### src/rtl/dram_fifo_sync.sv
// rtl/dram_fifo_sync.sv - FWFT synchronous FIFO on distributed RAM with count, thresholds and sticky errors
module dram_fifo_sync #(
  parameter int DW     = 8,
  parameter int AW     = 4,
  parameter int AF_LVL = 2**AW - 2,
  parameter int AE_LVL = 2
) (
  input  logic          clk,
  input  logic          rst_n,
  input  logic          clr,
  input  logic          wr_en,
  input  logic [DW-1:0] wr_data,
  input  logic          rd_en,
  output logic [DW-1:0] rd_data,
  output logic          full,
  output logic          empty,
  output logic          almost_full,
  output logic          almost_empty,
  output logic [AW:0]   count,
  output logic          overflow,
  output logic          underflow
);

  localparam int          DEPTH    = 1 << AW;
  localparam logic [AW:0] PTR_ONE  = {{AW{1'b0}}, 1'b1};
  localparam logic [AW:0] AF_LVL_C = AF_LVL[AW:0];
  localparam logic [AW:0] AE_LVL_C = AE_LVL[AW:0];

  // Storage is never reset so it can map onto LUT RAM.
  logic [DW-1:0] mem_q [DEPTH];

  logic [AW:0] wr_ptr_q, wr_ptr_d;
  logic [AW:0] rd_ptr_q, rd_ptr_d;
  logic [AW:0] count_q, count_d;
  logic        overflow_q, overflow_d;
  logic        underflow_q, underflow_d;
  logic        wr_acc, rd_acc;

  // Pointer-derived status; the wrap bit separates full from empty.
  always_comb begin
    empty        = (wr_ptr_q == rd_ptr_q);
    full         = (wr_ptr_q[AW-1:0] == rd_ptr_q[AW-1:0]) && (wr_ptr_q[AW] != rd_ptr_q[AW]);
    almost_full  = (count_q >= AF_LVL_C);
    almost_empty = (count_q <= AE_LVL_C);
    count        = count_q;
    overflow     = overflow_q;
    underflow    = underflow_q;
    rd_data      = mem_q[rd_ptr_q[AW-1:0]];
  end

  // Next-state: accept rules against current flags, clr overrides everything.
  always_comb begin
    wr_acc      = wr_en & ~full;
    rd_acc      = rd_en & ~empty;
    wr_ptr_d    = wr_ptr_q;
    rd_ptr_d    = rd_ptr_q;
    count_d     = count_q;
    overflow_d  = overflow_q | (wr_en & full);
    underflow_d = underflow_q | (rd_en & empty);
    if (wr_acc) wr_ptr_d = wr_ptr_q + PTR_ONE;
    if (rd_acc) rd_ptr_d = rd_ptr_q + PTR_ONE;
    if (wr_acc && !rd_acc) count_d = count_q + PTR_ONE;
    if (rd_acc && !wr_acc) count_d = count_q - PTR_ONE;
    if (clr) begin
      wr_acc      = 1'b0;
      rd_acc      = 1'b0;
      wr_ptr_d    = '0;
      rd_ptr_d    = '0;
      count_d     = '0;
      overflow_d  = 1'b0;
      underflow_d = 1'b0;
    end
  end

  // Control state register.
  always_ff @(posedge clk or negedge rst_n) begin
    if (!rst_n) begin
      wr_ptr_q    <= '0;
      rd_ptr_q    <= '0;
      count_q     <= '0;
      overflow_q  <= 1'b0;
      underflow_q <= 1'b0;
    end else begin
      wr_ptr_q    <= wr_ptr_d;
      rd_ptr_q    <= rd_ptr_d;
      count_q     <= count_d;
      overflow_q  <= overflow_d;
      underflow_q <= underflow_d;
    end
  end

  // Synchronous write port of the RAM.
  always_ff @(posedge clk) begin
    if (wr_acc) mem_q[wr_ptr_q[AW-1:0]] <= wr_data;
  end

endmodule

### config.mk
export PLATFORM = sky130hd
export DESIGN_NAME = dram_fifo_sync
export DESIGN_NICKNAME = d
export VERILOG_FILES = /design/src/rtl/dram_fifo_sync.sv
export SDC_FILE = /design/constraint.sdc
export NUM_CORES = 1
export LEC_CHECK = 0
export CORE_MARGIN = 3
export CORE_UTILIZATION = 35
export CTS_CLUSTER_SIZE = 14
export DETAILED_ROUTE_END_ITERATION = 16
export RECOVER_POWER = 25
export SLEW_MARGIN = 20
export SYNTH_ARGS = -nofsm -noshare
export SYNTH_HDL_FRONTEND = slang
export SYNTH_SLANG_ARGS = --single-unit
### constraint.sdc
create_clock -name clk -period 2.8 [get_ports clk]
set_clock_uncertainty 0.1 [all_clocks]
set_input_delay 0.56 -clock clk [delete_from_list [all_inputs] [get_ports clk]]
set_output_delay 0.56 -clock clk [all_outputs]
set_load 0.02 [all_outputs]
==> flow_summary.yaml <==
synth:
  synth_top_family_by_area: "multiplexers"
  async_reset_ff_frac: 0.1172
  synthAdderAreaFrac: 0.01460
  synth_warnings: 0
  muxShareOfSynthArea: 0.1595
  synth_area_um2: 6001
  synth.avg_cell_area_um2: 19.36
  ys.flop_type: "edfxtp_1"
  synth-simple-area-share: 0.05546
  synth.distinct_cells: 36
  synthCells: 310
  postSynthNetCount: 330
  ys_seq_elements: 145
  synth_compound_area_frac: 0.01918
  synth_xor_xnor_area_share: 0.02627
  ys_seq_area_frac: 0.7114
  synth_edf_count: 128
drt:
  drt-initial-drc-count: 221
  vias: 3154
  drc_errors: 0
  avgRoutedWirePerCell_um: 20.29
  drt_first_pass_iters: 4
  final_antenna_net_count: 0
  drt-total-wl_mm: 12.86
  viasPerCell: 4.975
placed_design:
  dpl.cell_count: 595
  preCtsSetupSlack_ns: -0.2033
  portBuffers: 31
  hpwl_mm: 8.519
  gp_congestion: 0.7870
worst_setup_path:
  critical_path_class: "flop to output port"
  arrival_ns: 2.25
  path_max_fanout: 8
  required_ns: 2.14
  cpMaxStageDelayCell: "mux4_2"
  critPathLaunchType: "flop"
  worstSetupEndpointType: "output port"
  worst_path_largest_cell_delay_ns: 0.51
  cp_cell_sequence: "buf_12, buf_12, mux4_2, mux4_2, buf_6"
run_status:
  status: "finished, violations left"
  failed_checks: "setup timing"
final_layout:
  fill_cells: 1445
  num_antenna_cells: 0
  post-route-util: 0.4643
  multi_input_area_um2: 1702
  nets: 421
  instances_no_fill: 634
  ff_latch_area_um2: 4270
  area_growth_pct: 29.21
  drive_above_1_share: 0.3575
die:
  io_pins: 32
  die_w_um: 136.9
  design.die.area_um2: 18750
  die_h_um: 136.9
  start_util: 0.3593
  coreArea_um2: 16700
  rows: 47
clock_tree:
  clockRootBuffer: "clkbuf_16"
  clock_latency_ns: 0.42
  clock_sinks: 145
  cts_buffers: 17
  htreeDepth: 4
  clkTransAtPathRegs_ns: 0.06
  cts.path.max_buffers: 2
  cts_tree: "built"
pwr:
  pwr_density_cell_nw_per_um2: 754.5
  ir_worst_vdd_v: 0.0004367
  total_power_uw: 5850
  power_leakage_uw: 0.002704
timing:
  period_share: 1.041
  final_max_slew_viol_count: 0
  rsz0062_at_grt: "true"
  worstMarginPinSlew_ns: 0.5246
  fin_hold_ws_ns: 0.4113
  min_period_ns: 2.914
  max_freq_mhz: 343.2
  timing.final.ws_setup_ns: -0.1139
  slew_headroom: 0.6492
  setup_viol: 9
  finalHoldViolCount: 0
grt:
  grt_use_total: 0.1503
  grt_pass1_vias: 3395
  antenna_found_initial: 0
  grt_max_degree: 28
  grt_overflow: 0
  grt_pass1_wl_mm: 20.15
hold_path:
  min_path_type: "primary input to async pin"
flow_run:
  drv_cap: 0
worst paths after layout:
path                              from          end  slack, ns  depth (start not counted)
min in group clk             underflow    underflow       0.41                          2
max in group asynchronous        rst_n  wr_ptr_q[1]       1.39                          2
hold / removal                   rst_n    underflow       0.41                          1
setup / recovery           rd_ptr_q[0]   rd_data[2]      -0.11                          5
hold reg to reg              underflow    underflow       0.41                          2
setup reg to reg           rd_ptr_q[0]     count[4]      -0.02                         13
cell usage in the layout, fill, tap and decap left out, types with 6 or more instances in the layout:
cell type | Yosys | final
clkdlybuf4s50_1 | 0 | 16
xor2_1 | 14 | 13
buf_4 | 0 | 38
and2_1 | 6 | 6
clkbuf_16 | 0 | 17
and3_1 | 10 | 10
mux4_2 | 40 | 40
buf_6 | 1 | 6
edfxtp_1 | 128 | 128
nor2_1 | 19 | 19
buf_12 | 0 | 14
ha_1 | 7 | 6
dfrtp_1 | 17 | 16
nand2_1 | 8 | 8
metrics by stage:
step	instance area, um^2	TNS [ns]
4_1_cts	7709	-1.218
2_1_floorplan	6013	-0.004073
3_3_place_gp	7059	-1.757
6_report	7754	-0.7459
5_1_grt	7754	-1.670
3_5_place_dp	7059	-1.840
per-layer routing:
metal | routed length, um | part of all wire | GRT usage
met1 | 5802 | 0.45 | 0.2001
met2 | 6454 | 0.50 | 0.2425
met3 | 470 | 0.037 | 0.04081
met4 | 133 | 0.010 | 0.04490
met5 | 0 | 0 | 0
kinds of logic after synthesis:
| group | count (synthesis) |
|---|---|
| xor+xnor | 18 |
| fa+ha+maj | 7 |
| simple gates | 61 |
| compound gates | 16 |
| buf+inv | 18 |
| mux | 45 |
| flops | 145 |
Yosys cell counts, types with 4 or more instances:
master / number / area share
a21oi_1: 6 / 0.0050
ha_1: 7 / 0.015
edfxtp_1: 128 / 0.64
nor2_1: 19 / 0.012
buf_2: 5 / 0.0042
xor2_1: 14 / 0.020
xnor2_1: 4 / 0.0058
and3_1: 10 / 0.010
dfrtp_1: 17 / 0.071
clkbuf_1: 6 / 0.0038
and2_1: 6 / 0.0063
mux4_2: 40 / 0.15
inv_1: 5 / 0.0031
nand2_1: 8 / 0.0050
sequential cells by signal (all words and copies together), names as in the netlist:
signal     cells
count          5
mem_q        128
overflow       1
rd_ptr_q       5
underflow      1
wr_ptr_q       5
what timing repair did:
item	CTS	global route
hold buffers	0	0
setup endpoints to repair	19	41
resized for setup	50	7
pin swaps	2	6
buffers inserted	5	2
critical path, delay by kind of cell, from the launching register on:
family / cells / cell delay, ns
flip-flops: 1 / 0.37
buffers and inverters: 3 / 0.44
multiplexers: 2 / 1.02
report_power, final:
part | total (uW) | switching, uW | internal (uW)
Sequential | 2460 | 59.1 | 2400
Clock | 2250 | 853 | 1390
Combinational | 1140 | 504 | 638
area by class of cell:
type,count,share of cell area
clock inverter,14,0.02114
sequential,145,0.5508
multi-input combinational,147,0.2195
tap,220,0.03550
inverter,5,0.002421
timing repair buffer,85,0.1154
clock buffer,18,0.05535
Power figures use the tool's default switching activity.
